## config.mk

```make
export PLATFORM = sky130hd
export DESIGN_NAME = aes_req_scheduler
export DESIGN_NICKNAME = d
export VERILOG_FILES = /design/src/rtl/aes_req_scheduler.sv
export SDC_FILE = /design/constraint.sdc
export NUM_CORES = 1
export LEC_CHECK = 0
export BUFFER_PORTS_ARGS = -buffer_cell sky130_fd_sc_hd__buf_4
export CAP_MARGIN = 20
export CORE_AREA = 10 10 405 407
export CTS_CLUSTER_DIAMETER = 40
export DETAILED_ROUTE_END_ITERATION = 16
export DIE_AREA = 0 0 415 417
export PLACE_DENSITY_LB_ADDON = 0.05
export SLEW_MARGIN = 25
export SYNTH_ARGS = -nofsm -noshare
export SYNTH_HDL_FRONTEND = slang
export SYNTH_SLANG_ARGS = --single-unit
```

## constraint.sdc

```tcl
create_clock -name clk -period 3.2 [get_ports clk]
set_clock_uncertainty 0.1 [all_clocks]
set_input_delay 0.48 -clock clk [delete_from_list [all_inputs] [get_ports clk]]
set_output_delay 0.48 -clock clk [all_outputs]
set_load 0.05 [all_outputs]
```

## src/rtl/aes_req_scheduler.sv

```systemverilog
// aes_req_scheduler
// Two-requester round-robin front end for one shared, fully pipelined AES-128
// core. A granted request's plaintext/key is registered onto the core inputs,
// and a {valid, id} tag travels alongside the core pipeline. The tag
// re-appears as a single-cycle response strobe at the moment core_out holds
// the matching ciphertext.
//
// Handshake semantics (both request ports): a transfer happens on every
// rising clk edge where reqN_valid and reqN_ready are both high. reqN_ready
// is combinational from en, both valids and the round-robin pointer, and it
// never depends on reqN_valid of the same port being held. At most one port
// sees ready per cycle. Responses have no backpressure: rspN_valid is high
// for exactly one cycle, and rsp_data is valid only in that cycle.
//
// Timing: a request accepted at edge E drives the core input registers from
// edge E. core_out holds its result after edge E+LATENCY. The tag for that
// request therefore sits in an issue register (edge E), then in tag stage 0
// (edge E+1). It reaches the last of the LATENCY tag stages at edge
// E+LATENCY, which is the response cycle.
module aes_req_scheduler #(
    parameter int LATENCY = 21,
    parameter int CNT_W   = 16
) (
    input  logic                           clk,
    input  logic                           rst,
    input  logic                           en,
    input  logic                           req0_valid,
    input  logic                           req1_valid,
    output logic                           req0_ready,
    output logic                           req1_ready,
    input  logic [127:0]                   req0_state,
    input  logic [127:0]                   req1_state,
    input  logic [127:0]                   req0_key,
    input  logic [127:0]                   req1_key,
    output logic [127:0]                   core_state,
    output logic [127:0]                   core_key,
    input  logic [127:0]                   core_out,
    output logic                           rsp0_valid,
    output logic                           rsp1_valid,
    output logic [127:0]                   rsp_data,
    output logic [$clog2(LATENCY+1)-1:0]   inflight,
    output logic [CNT_W-1:0]               issued0,
    output logic [CNT_W-1:0]               issued1,
    output logic                           idle
);

    localparam int INF_W = $clog2(LATENCY + 1);

    // Arbitration state: 0 means requester 0 wins a tie, 1 means requester 1.
    logic                 rr_ptr_q, rr_ptr_d;

    // Combinational grant signals.
    logic                 grant0, grant1;
    logic                 hs;
    logic                 hs_id;

    // Registered drive to the core.
    logic [127:0]         core_state_q, core_state_d;
    logic [127:0]         core_key_q, core_key_d;

    // Tag that accompanies the core input registers (loaded on the handshake edge).
    logic                 issue_vld_q, issue_vld_d;
    logic                 issue_id_q, issue_id_d;

    // Tag pipeline, stage 0 first; the last stage lines up with core_out.
    logic [LATENCY-1:0]   tag_vld_q, tag_vld_d;
    logic [LATENCY-1:0]   tag_id_q, tag_id_d;

    // A tag entering the last stage is the edge at which its request counts as returned.
    logic                 ret;

    logic [INF_W-1:0]     inflight_q, inflight_d;
    logic [CNT_W-1:0]     issued0_q, issued0_d;
    logic [CNT_W-1:0]     issued1_q, issued1_d;

    // Round-robin grant: a lone requester always wins, a tie goes to rr_ptr.
    always_comb begin
        grant0 = 1'b0;
        grant1 = 1'b0;
        if (!rst && en) begin
            if (req0_valid && (!req1_valid || !rr_ptr_q)) begin
                grant0 = 1'b1;
            end else if (req1_valid) begin
                grant1 = 1'b1;
            end
        end
        hs    = grant0 | grant1;
        hs_id = grant1;
    end

    // Pointer moves to the other requester after every transfer, holds otherwise.
    always_comb begin
        rr_ptr_d = rr_ptr_q;
        if (hs) begin
            rr_ptr_d = ~hs_id;
        end
    end

    // Core operands switch as a whole block so the core never sees a mix of requesters.
    always_comb begin
        core_state_d = core_state_q;
        core_key_d   = core_key_q;
        if (hs) begin
            core_state_d = hs_id ? req1_state : req0_state;
            core_key_d   = hs_id ? req1_key   : req0_key;
        end
    end

    // Issue tag and tag pipeline shift every cycle; bubbles carry valid=0.
    always_comb begin
        issue_vld_d = hs;
        issue_id_d  = hs_id;
        tag_vld_d   = '0;
        tag_id_d    = '0;
        tag_vld_d[0] = issue_vld_q;
        tag_id_d[0]  = issue_id_q;
        for (int k = 1; k < LATENCY; k++) begin
            tag_vld_d[k] = tag_vld_q[k-1];
            tag_id_d[k]  = tag_id_q[k-1];
        end
        ret = tag_vld_d[LATENCY-1];
    end

    // Outstanding count: issue and return in the same cycle cancel out.
    always_comb begin
        inflight_d = inflight_q;
        case ({hs, ret})
            2'b10:   inflight_d = inflight_q + INF_W'(1);
            2'b01:   inflight_d = inflight_q - INF_W'(1);
            default: inflight_d = inflight_q;
        endcase
    end

    // Per-requester acceptance counters wrap naturally at 2^CNT_W.
    always_comb begin
        issued0_d = issued0_q + {{(CNT_W-1){1'b0}}, grant0};
        issued1_d = issued1_q + {{(CNT_W-1){1'b0}}, grant1};
    end

    // Arbitration pointer register.
    always_ff @(posedge clk) begin
        if (rst) begin
            rr_ptr_q <= 1'b0;
        end else begin
            rr_ptr_q <= rr_ptr_d;
        end
    end

    // Core operand registers.
    always_ff @(posedge clk) begin
        if (rst) begin
            core_state_q <= '0;
            core_key_q   <= '0;
        end else begin
            core_state_q <= core_state_d;
            core_key_q   <= core_key_d;
        end
    end

    // Tag registers; clearing them on reset drops anything still inside the core.
    always_ff @(posedge clk) begin
        if (rst) begin
            issue_vld_q <= 1'b0;
            issue_id_q  <= 1'b0;
            tag_vld_q   <= '0;
            tag_id_q    <= '0;
        end else begin
            issue_vld_q <= issue_vld_d;
            issue_id_q  <= issue_id_d;
            tag_vld_q   <= tag_vld_d;
            tag_id_q    <= tag_id_d;
        end
    end

    // Occupancy and issue counters.
    always_ff @(posedge clk) begin
        if (rst) begin
            inflight_q <= '0;
            issued0_q  <= '0;
            issued1_q  <= '0;
        end else begin
            inflight_q <= inflight_d;
            issued0_q  <= issued0_d;
            issued1_q  <= issued1_d;
        end
    end

    // Outputs: strobes are masked during reset because the tags may not be cleared yet.
    always_comb begin
        req0_ready = grant0;
        req1_ready = grant1;
        core_state = core_state_q;
        core_key   = core_key_q;
        rsp0_valid = !rst && tag_vld_q[LATENCY-1] && !tag_id_q[LATENCY-1];
        rsp1_valid = !rst && tag_vld_q[LATENCY-1] &&  tag_id_q[LATENCY-1];
        rsp_data   = core_out;
        inflight   = inflight_q;
        issued0    = issued0_q;
        issued1    = issued1_q;
        idle       = (inflight_q == '0) && !req0_valid && !req1_valid;
    end

endmodule

```

**Word-level counts from Yosys, hierarchy flattened**

Index checks and enable logic that the tools add are counted.

- Register bits after elaboration: 338
- Bits of input ports: 645
- Word-level logic and storage cells: 41
- Output and inout port bits: 426

- Bitwise gates (word level): 2
- Reduce and logical (&&, ||, !) cells: 15
- Equality and inequality tests: 2
- Add/subtract/negate cells: 4
- Mux-type cells: 8

Operators by type and width:

| kind | count |
|---|---|
| $mux W128 | 2 |
| $add A16 B1 Y16 | 2 |
| $pmux W5 S2 | 1 |
| $logic_and A1 B1 Y1 | 7 |
| $add A5 B1 Y5 const B | 1 |
| $logic_not A1 Y1 | 5 |
| $logic_not A5 Y1 | 1 |
| $mux W1 | 5 |
| $sub A5 B1 Y5 const B | 1 |
| $eq A2 B1 Y1 const B | 1 |
| $eq A2 B2 Y1 const B | 1 |
| $reduce_bool A2 Y1 | 1 |
| $logic_or A1 B1 Y1 | 1 |
| $not A1 Y1 | 1 |
| $or A1 B1 Y1 | 1 |

**Logic depth before layout (Yosys ltp)**

Gate-level depths: netlist of run 1.

- Depth after elaboration: 8
- Gate-level depth with buffers: 13
- Gate-level depth less buffers: 10

**Worst setup path after synthesis of run 1**

OpenSTA, ideal clock, no wires.

- Path kind: register to output
- Start point: register inflight_q[2], in the netlist inflight[2]
- End point: output idle
- Path buffers: 1
- Slack: -0.040 ns
- Data arrival time: 2.660 ns
- Stages on the path, launching flop included: 4
- Required time: 2.620 ns
- Cells stage by stage: dfxtp_1 -> buf_2 -> or4_1 -> nor4_1

- Word-level cells in the longest chain between the ends: 3

RTL lines:

| element | RTL line | source |
|---|---|---|
| from (decl) | 72 | `logic [INF_W-1:0] inflight_q, inflight_d;` |
| from (signal assigned) | 182 | `inflight_q <= inflight_d;` |
| $logic_not A5 Y1 | 200 | `idle = (inflight_q == '0) && !req0_valid && !req1_valid;` |
| $logic_and A1 B1 Y1 (2 in a row) | 200 |  |
| to (decl) | 44 | `output logic idle` |

Every way passes these cells.

**Worst setup path after layout of run 1**

- Start point: input req1_valid
- End point: output req0_ready

- Word-level cells in the longest chain between the ends: 5

RTL lines:

| element | RTL line | source |
|---|---|---|
| from (decl) | 28 | `input logic req1_valid,` |
| $logic_not A1 Y1 | 81 | `if (req0_valid && (!req1_valid \|\| !rr_ptr_q)) begin` |
| $logic_or A1 B1 Y1 | 81 |  |
| $logic_and A1 B1 Y1 | 81 |  |
| $mux W1 | 81 |  |
| $mux W1 | 80 | `if (!rst && en) begin` |
| to (decl) | 29 | `output logic req0_ready,` |

Every way passes these cells.

==> results.txt, run 1 <==
Post-synthesis mux area share - 0.1591%
Part of the Yosys area used for sequential elements - 50.61%
Routed wirelength normalized by instance count - 22.40 um
Worst supply voltage drop on vdd - 400.1 uV
Final-layout fill cell count - 17360
Clock-pin transition on the worst setup and hold timing paths - 0.04 ns
Number of max-slew violations in the final report - 0
Share of the cycle needed by the critical path after routing - 93.20%
Most frequent cells in the layout - 823 x buf_4, 515 x dlygate4sd3_1, 338 x dfxtp_1, 287 x nor2_1, 256 x a222oi_1
Die X - 415 um
Detailed-placement wirelength estimate - 77.23 mm
Routability congestion estimate from global placement - 0.7678
Area of the core - 155700 um^2
Worst path setup slack after routing - 0.2176 ns
Static power due to leakage - 0.01211 uW
Via count of the first global-routing pass - 17480
Global-route wire length before repair - 141.2 mm
Most common cell after layout, fill and taps aside - buf_4
Post-synthesis instance area - 13370 um^2
Floorplan die area - 173100 um^2
Largest net degree at the start of global routing - 166
Async set-reset flop share out of synthesis - 0%
Maximum level of the CTS H-tree - 3
Initial DRC count - 1588
Crit path capture type - output pin
Post-synthesis cell type count - 43
Post-DR vias/cell - 3.497
Top flip-flop cell by instance count after synthesis - dfxtp_1
Combinational power share - 14.3%
Number of nets produced by synthesis - 1968
Root Driver - clkbuf_16
Max-Cap Viols - 0
Share of cells above drive strength 1 - 39.20%
Number of primary I/O pins - 1071
Max Buffers Root-to-Sink - 3
Number of failing hold endpoints at the final stage - 0
Port Buffer Count - 814
Share of total power in sequential cells - 23.9%
Vias - 16380
CP Max Fanout - 115
Gate Count Post-Synth - 1315
Net switching share of the total power - 25.52%
Class of the worst hold path - in -> reg
TritonCTS clock tree - done
Total grt overflow - 0
Setup CP Type - in -> out
Unrepaired setup endpoints after global routing - no
Number of storage elements in the synthesis netlist - 338
Share of synthesized cell area in full adder, half adder and majority cells - 0.7487%
Xor and xnor area share after synthesis - 1.703%
Power density relative to cell area - 633.0 nW/um^2
TritonCTS Sinks - 338
Number of detailed-route iterations in the first pass - 9
Required time at the endpoint of the critical path - 2.62 ns
Final setup vio count - 0
Post-route setup TNS - 0 ns
Data arrival at the endpoint of the critical path - 2.40 ns
Clock power share - 61.8%
Crit path launch - req1_valid
End-of-flow core utilization - 19.15%
Simple-Gate Fraction of Synth Area - 13.34%
Count of synthesis-stage warnings from yosys - 0
Highest clock frequency the design can meet - 335.3 MHz
FP Rows - 145
Effective utilization at floorplan - 8.589%
Mean Syn Cell Area - 10.17 um^2
Total GRT Usage - 11.41%
Total CTS buffers - 115
Post-synth EDFFs - 0
Clock period minus worst slack - 2.982 ns
Internal power consumption - 14050 uW
Worst reg2reg path startpoint - rr_ptr_q
Layout Nets - 3176
Synthesis-to-layout area growth - 123.0%
Worst setup timing slack at the placement stage - 0.5711 ns
Setup repair bufs after CTS - 0
Latest clock arrival within the worst-skew pair - 0.69 ns
Critical Path Source Type - primary input
Post-detailed-routing wire length - 104.9 mm
Y dimension of the die - 417 um
DRC - 0
Compound-cell area share of the yosys netlist - 20.28%
Final antenna-violating net count - 0
Switching power - 4815 uW
Actual slew at the worst max-slew pin - 0.8671 ns
Worst rel slew slack - 42.19%
Status - completed
Combinational family with the most area after synthesis - compound AO/OA/AOI/OAI gates
Initial antenna violation count - 28
Worst min-delay path startpoint - rst
[area by class of cell]
class	instances	area (um^2)	share of cell area (%)
multi-input combinational	715	4860	16.30
tap	2058	2575	8.638
clock inverter	35	616.8	2.069
clock buffer	171	3400	11.40
sequential	338	6766	22.70
antenna	15	37.54	0.1259
timing repair buffer	1348	11530	38.67
inverter	5	26.28	0.08815
[cell usage after synthesis (7+ instances only)]
cell type | number | area share, %
buf_4 | 135 | 7.6
xnor2_1 | 13 | 0.85
a222oi_1 | 256 | 19
clkbuf_1 | 40 | 1.1
buf_2 | 53 | 2.0
ha_1 | 8 | 0.75
xor2_1 | 13 | 0.85
nand3_1 | 11 | 0.41
nor2_1 | 287 | 8.1
nor3_1 | 7 | 0.26
and3_1 | 8 | 0.37
a21oi_1 | 8 | 0.30
nor2b_1 | 47 | 2.2
nand2_1 | 10 | 0.28
buf_6 | 27 | 2.3
dfxtp_1 | 338 | 51
[power by group through the flow]
stage	clock [uW]	combinational, uW	sequential, uW
2_1_floorplan	0	913	5110
3_3_place_gp	0	2090	4580
5_1_grt	12300	2870	4520
3_5_place_dp	0	2080	4570
6_report	11700	2700	4510
4_1_cts	12100	2740	4510
[logic make-up after synthesis]
| kind of cell | count (synthesis) |
|---|---|
| flops | 338 |
| simple gates | 400 |
| buf+inv | 262 |
| fa+ha+maj | 8 |
| mux | 2 |
| compound gates | 279 |
| xor+xnor | 26 |
[state kept, by name, indices dropped and copies added (netlist names)]
signal and count:
issued0 16, issued1 16, inflight 5, issue_vld_q 1, tag_vld_q 21, core_state 128, rr_ptr_q 1, issue_id_q 1
tag_id_q 21, core_key 128
[metrics by stage]
stage	instance area (um^2)	instances	power, uW	hold WS, ns
after floorplan	13380	1315	6020	0.3138
after global routing	29800	4683	19690	0.06526
after CTS	29740	4669	19340	0.005449
after global placement	20570	3948	6662	0.3188
final	29810	4685	18870	0.08395
after detailed placement	20570	3948	6654	0.3204
[worst paths after layout]
kind	endpoint	slack (ns)	cells after the start
hold reg to reg	tag_id_q[18]	0.32	1
setup / recovery	req0_ready	0.22	6
hold / removal	issue_id_q	0.08	3
setup reg to reg	core_key[49]	0.74	6
[critical path: stages]
cell           delay [ns]
dlygate4sd3_1        0.59
buf_4                0.17
nand2_1              0.06
and3_4               0.25
buf_12               0.43
buf_4                0.32
[what timing repair did]
action                                 in CTS  in global routing
endpoints found under the hold margin     258                  0
resized for setup                           0                  0
hold buffers                              515                  0
[routing by layer]
layer	GRT usage, %	routed length (um)	up-vias
met4	5.789	4266	16
met5	0.5276	209	-
met3	4.591	9348	248
met2	20.84	55250	709
li1	-	-	7377
met1	11.01	35850	8034
No activity file was read; power rests on OpenSTA's default activity.
==> inputs of run 2 (changes only) <==
- CELL_PAD_IN_SITES_DETAIL_PLACEMENT: default -> 1
- CELL_PAD_IN_SITES_GLOBAL_PLACEMENT: default -> 1
==> run 2 against run 1 <==
  * Global-route usage is 0.57 points higher
  * First-iteration DRC count is 10% lower
  * Hold slack better by 0.077 ns
  * Final cell count is 0.32% higher
  * Routed wire length is 4.5% higher
  * Worst setup slack better by 0.014 ns
  * Sequential power hardly changed
  * Count of clock-buffer cells in the layout is 32 higher
  * Flip-flop and latch count stayed put
  * Register-to-register slack worse by 0.37 ns
  * Non-clock buffer count is 4 lower
  * Largest cell class unchanged
  * Largest power group unchanged
  * Highest routed layer unchanged
==> results.txt, run 2 (synthesis gave the netlist of run 1 again) <==
Setup CP Type - in -> reg
Max-Cap Viols - 0 (unchanged)
Data arrival at the endpoint of the critical path - 3.47 ns (+1.07 ns)
DRC - 0 (unchanged)
Unrepaired setup endpoints after global routing - no
End-of-flow core utilization - 19.07% (-0.075 points)
Total GRT Usage - 11.98% (+0.57 points)
Floorplan die area - 173100 um^2 (unchanged)
Post-detailed-routing wire length - 109.6 mm (+4.5%)
Die X - 415 um (unchanged)
Power density relative to cell area - 619.8 nW/um^2 (-2.1%)
Most common cell after layout, fill and taps aside - buf_4
Register-to-register path setup slack - 0.37 ns (-0.37 ns)
Class of the worst hold path - in -> reg
Count of cells along the worst register-to-register path - 6 (unchanged)
Routability congestion estimate from global placement - 0.7318 (-4.7%)
Critical Path Source Type - primary input
Setup repair bufs after CTS - 0 (unchanged)
Share of cells above drive strength 1 - 38.73% (-0.47 points)
Final Cell Area - 29690 um^2 (-0.39%)
Layout Nets - 3178 (+0.063%)
Status - completed
Worst rel slew slack - 21.66% (-21 points)
Number of primary I/O pins - 1071 (unchanged)
Latest clock arrival within the worst-skew pair - 0.70 ns (about the same)
Post-route setup TNS - 0 ns (unchanged)
TritonCTS Sinks - 338 (unchanged)
Final antenna-violating net count - 0 (unchanged)
Detailed-placement wirelength estimate - 80.48 mm (+4.2%)
Port Buffer Count - 814 (unchanged)
Count of hold-fix buffers inserted at cts - 515 (unchanged)
Clock-pin transition on the worst setup and hold timing paths - 0.04 ns (about the same)
FP Rows - 145 (unchanged)
Clock period minus worst slack - 2.968 ns (-0.01419 ns)
Required time at the endpoint of the critical path - 3.70 ns (+1.08 ns)
Number of failing hold endpoints at the final stage - 0 (unchanged)
Share of the cycle needed by the critical path after routing - 92.76% (-0.44 points)
Root Driver - clkbuf_16
Max Buffers Root-to-Sink - 3 (unchanged)
Global-route wire length before repair - 148.3 mm (+5.0%)
Post-DR vias/cell - 3.500 (about the same)
Cell area after placement - 20550 um^2 (-0.13%)
Area of the core - 155700 um^2 (unchanged)
Routed wirelength normalized by instance count - 23.33 um (+4.2%)
Y dimension of the die - 417 um (unchanged)
Total grt overflow - 0 (unchanged)
Via count of the first global-routing pass - 18300 (+4.7%)
Number of max-slew violations in the final report - 0 (unchanged)
Worst reg2reg path startpoint - rr_ptr_q
Highest clock frequency the design can meet - 336.9 MHz (+0.48%)
Vias - 16450 (+0.40%)
Total CTS buffers - 121 (+5.2%)
Crit path launch - en
Static power due to leakage - 0.01203 uW (-0.70%)
Worst supply voltage drop on vdd - 451.0 uV (+13%)
Largest net degree at the start of global routing - 146 (-12%)
Initial antenna violation count - 28 (unchanged)
Synthesis-to-layout area growth - 122.1%
Final setup vio count - 0 (unchanged)
Actual slew at the worst max-slew pin - 1.175 ns (+0.3080 ns)
Number of detailed-route iterations in the first pass - 9 (unchanged)
Crit path capture type - flip-flop
Reg-to-Reg End - core_state[11]
Effective utilization at floorplan - 8.589% (unchanged)
Maximum level of the CTS H-tree - 3 (unchanged)
Post_cts resized - 0 (unchanged)
Initial DRC count - 1423 (-10%)
Destination of the critical timing path - core_state[5]
Most frequent cells in the layout - 821 x buf_4, 515 x dlygate4sd3_1, 338 x dfxtp_1, 287 x nor2_1, 256 x a222oi_1
CP Max Fanout - 60 (-48%)
TritonCTS clock tree - done
[run 2: cell type report]
cell class | count | area, um^2
fillers | 17910 | 126000
repair buffers | 1344 | 11470
flip-flops and latches | 338 | 6766
multi-input cells | 715 | 4860
clock buffers | 203 | 3717
well taps | 2058 | 2575
clock inverters | 18 | 226.5
diodes | 19 | 47.55
inverters | 5 | 26.28
[run 2: power by group]
group	internal, uW	leakage [uW]	switching, uW	total [uW]
combinational	1340	0.00735	1370	2710
sequential	4400	0.00275	105	4510
clock	7730	0.00193	3460	11200
total	13500	0.0120	4940	18400
[run 2: through the flow]
step / instances / setup WS (ns) / total power (uW) / hold WS [ns]
6_report: 4700 / 0.2318 / 18400 / 0.1607
5_1_grt: 4699 / 0.1596 / 19250 / 0.1307
4_1_cts: 4681 / 0.2118 / 18900 / 0.1005
3_5_place_dp: 3945 / 0.1059 / 6663 / 0.3258
3_3_place_gp: 3945 / 0.1193 / 6660 / 0.3198
2_1_floorplan: 1315 / 0.4675 / 6020 / 0.3138
[run 2: how the worst min path moves through the flow]
stage | slack (ns) | cells past startpoint | to | start
after floorplan | 0.31 | 1 | tag_id_q[0] | issue_id_q
after global placement | 0.32 | 1 | tag_vld_q[9] | tag_vld_q[8]
after detailed placement | 0.33 | 1 | tag_vld_q[15] | tag_vld_q[14]
after CTS | 0.10 | 3 | core_state[72] | rst
after global routing | 0.13 | 3 | core_state[75] | rst
final | 0.16 | 3 | core_state[72] | rst
[run 2: routing by layer]
| metal | share of wire, % | GRT usage [%] | vias to the layer above |
|---|---|---|---|
| met5 | 0.033 | 0.3055 | - |
| li1 | - | - | 7391 |
| met4 | 3.7 | 5.495 | 6 |
| met1 | 33 | 11.27 | 8201 |
| met3 | 7.9 | 4.683 | 217 |
| met2 | 55 | 22.64 | 634 |
[run 2: worst max-delay path, stage by stage]
cell           delay [ns]
buf_4                0.11
nor2b_4              0.13
o21a_4               0.13
inv_8                0.11
buf_4                0.56
buf_4                0.80
a222oi_1             0.26
dlygate4sd3_1        0.65
nor2_1               0.09
==> inputs of run 3 (changes only) <==
--- a/config.mk
+++ b/config.mk
@@ -15,2 +15,3 @@
 export DIE_AREA = 0 0 415 417
+export HOLD_SLACK_MARGIN = 0.1
 export PLACE_DENSITY_LB_ADDON = 0.05
==> constraint.sdc (replaced) <==
create_clock -name clk -period 3.3 [get_ports clk]
set_clock_uncertainty 0.1 [all_clocks]
set_input_delay 0.495 -clock clk [delete_from_list [all_inputs] [get_ports clk]]
set_output_delay 0.495 -clock clk [all_outputs]
set_load 0.1 [all_outputs]
==> run 3 against run 2 <==
  * Final cell count is essentially flat
  * Worst setup slack improved by 0.018 ns
  * Count of clock-buffer cells in the layout is 2 lower
  * Flip-flop and latch count unchanged
==> results.txt, run 3 (synthesis gave the netlist of run 1 again) <==
Number of failing hold endpoints at the final stage - 0 (unchanged)
Status - completed
Final antenna-violating net count - 0 (unchanged)
Share of the cycle needed by the critical path after routing - 92.44%
Data arrival at the endpoint of the critical path - 3.57 ns (+0.10 ns)
Crit path depth - 9 (unchanged)
Final Cell Area - 30140 um^2 (+1.5%)
Die X - 415 um (unchanged)
Class of the worst hold path - in -> reg
CP Max Fanout - 142 (+140%)
Required time at the endpoint of the critical path - 3.82 ns (+0.12 ns)
Worst rel slew slack - 33.33% (+12 points)
Count of cells along the worst register-to-register path - 6 (unchanged)
Largest net degree at the start of global routing - 142 (-2.7%)
DRC - 0 (unchanged)
Power density relative to cell area - 653.1 nW/um^2 (+5.4%)
Critical-path top delay cell - dlygate4sd3_1
Most frequent cells in the layout - 819 x buf_4, 516 x dlygate4sd3_1, 338 x dfxtp_1, 287 x nor2_1, 256 x a222oi_1
Via count of the first global-routing pass - 18250 (-0.27%)
Worst min-delay path startpoint - rst
Cell area after placement - 20540 um^2 (about the same)
Maximum level of the CTS H-tree - 4 (+1)
Static power due to leakage - 0.01228 uW (+2.1%)
Port Buffer Count - 814 (unchanged)
Setup CP Type - in -> reg
Crit path capture type - flip-flop
Most common cell after layout, fill and taps aside - buf_4
Crit path launch - req1_valid
Max-Cap Viols - 0 (unchanged)
Number of max-slew violations in the final report - 0 (unchanged)
Initial DRC count - 1527 (+7.3%)
Setup repair bufs after CTS - 0 (unchanged)
Actual slew at the worst max-slew pin - 1.000 ns (-0.1751 ns)
Synthesis-to-layout area growth - 125.4%
Floorplan die area - 173100 um^2 (unchanged)
Sequential cell area - 6766 um^2 (unchanged)
Detailed-placement wirelength estimate - 84.94 mm (+5.5%)
Worst supply voltage drop on vdd - 452.7 uV (+0.37%)
Total CTS buffers - 134 (+11%)
Final-layout fill cell count - 17870 (-0.22%)
Share of cells above drive strength 1 - 39.44% (+0.70 points)
Worst reg2reg path startpoint - rr_ptr_q
Clock-pin transition on the worst setup and hold timing paths - 0.04 ns (about the same)
Unrepaired setup endpoints after global routing - no
Y dimension of the die - 417 um (unchanged)
Initial antenna violation count - 30 (+7.1%)
Latest clock arrival within the worst-skew pair - 0.71 ns (about the same)
FP Rows - 145 (unchanged)
Total GRT Usage - 12.65% (+0.67 points)
Bufs and invs on worst path - 6 (+1)
Root Driver - clkbuf_16
Number of detailed-route iterations in the first pass - 6 (-3)
Highest clock frequency the design can meet - 327.8 MHz
Routed wirelength normalized by instance count - 24.72 um (+6.0%)
Global-route wire length before repair - 153.7 mm (+3.7%)
Layout Nets - 3191 (+0.41%)
Critical path's largest stage delay - 0.62 ns (-0.18 ns)
Number of primary I/O pins - 1071 (unchanged)
Category of cells accounting for the largest share of critical-path delay - buffers and inverters
Register-to-register path setup slack - 0.66 ns (+0.29 ns)
Post-DR vias/cell - 3.565 (+1.8%)
Post-detailed-routing wire length - 116.2 mm (+6.0%)
Total power draw - 19680 uW (+7.0%)
Clock period minus worst slack - 3.050 ns
Area occupied by multi-input gates - 4865 um^2 (+0.10%)
Routability congestion estimate from global placement - 0.7537 (+3.0%)
Vias - 16760 (+1.9%)
TritonCTS Sinks - 338 (unchanged)
Final setup vio count - 0 (unchanged)
Reg-to-Reg End - core_state[12]
Cell with the most instances on the worst path - dlygate4sd3_1
Total grt overflow - 0 (unchanged)
Max Buffers Root-to-Sink - 3 (unchanged)
Area of the core - 155700 um^2 (unchanged)
TritonCTS clock tree - done
Destination of the critical timing path - core_key[110]
List of cells traversed by the critical path - dlygate4sd3_1 > buf_4 > o21a_4 > inv_8 > buf_16 > clkbuf_16 > a222oi_1 > dlygate4sd3_1 > nor2_1
Effective utilization at floorplan - 8.589% (unchanged)
Critical Path Source Type - primary input
run 3: changes by cell type in the layout (fill, tap and decap cells not counted), moves of 4 or more:
cell,before,now
bufinv_16,0,4
diode_2,19,8
clkbuf_8,36,30
clkbuf_16,122,137
clkinv_2,12,18
clkbuf_1,45,35
run 3: cell type report:
cell class,count,area share [%]
Tap cell,2058,8.543
Timing Repair Buffer,1344,38.18
Inverter,5,0.08718
Sequential cell,338,22.45
Clock buffer,201,13.10
Multi-Input combinational cell,715,16.14
Clock inverter,34,1.432
Antenna cell,8,0.06642
run 3: worst min-delay path by stage:
stage	end	cells past startpoint
2_1_floorplan	tag_id_q[0]	1
6_report	issued1[7]	3
3_3_place_gp	tag_vld_q[11]	1
4_1_cts	issued1[7]	3
5_1_grt	issued0[12]	3
3_5_place_dp	tag_vld_q[4]	1
run 3: layer usage:
layer  share of wire, %  wire [um]  GRT usage, %
met3                8.3       9696         5.370
met2                 55      64160         24.34
met5               0.20        233        0.3332
met4                3.2       3706         4.710
met1                 33      38450         11.72
run 3: worst reg2reg max path, cell delays in order (launching register included):
cell and delay, ns:
dfxtp_1 0.32, nand2b_1 0.16, and3_4 0.24, buf_12 0.23, a222oi_1 0.83, dlygate4sd3_1 0.60
nor2_1 0.04
run 3: power by group:
| part | internal (uW) | switching [uW] |
|---|---|---|
| combinational | 1300 | 1960 |
| clock | 8450 | 3590 |
| sequential | 4270 | 106 |
| total | 14000 | 5660 |
run 3: stage by stage:
step | utilization [%] | cells | setup WS [ns] | setup TNS [ns] | hold WS [ns]
after floorplan | - | 1315 | -0.4054 | -0.4054 | 0.3138
after global placement | 13.19 | 3943 | 0.2082 | 0 | 0.3173
after detailed placement | 13.19 | 3943 | 0.2689 | 0 | 0.3255
after CTS | 19.32 | 4694 | 0.009814 | 0 | 0.2364
after global routing | 19.36 | 4701 | 0.1773 | 0 | 0.2719
final | 19.36 | 4703 | 0.2496 | 0 | 0.2877
run 3: repair_timing:
action,in CTS,in global routing
setup endpoints to repair,0,116
hold endpoints to repair,258,0
hold buffers,516,0
gates resized for setup,0,2
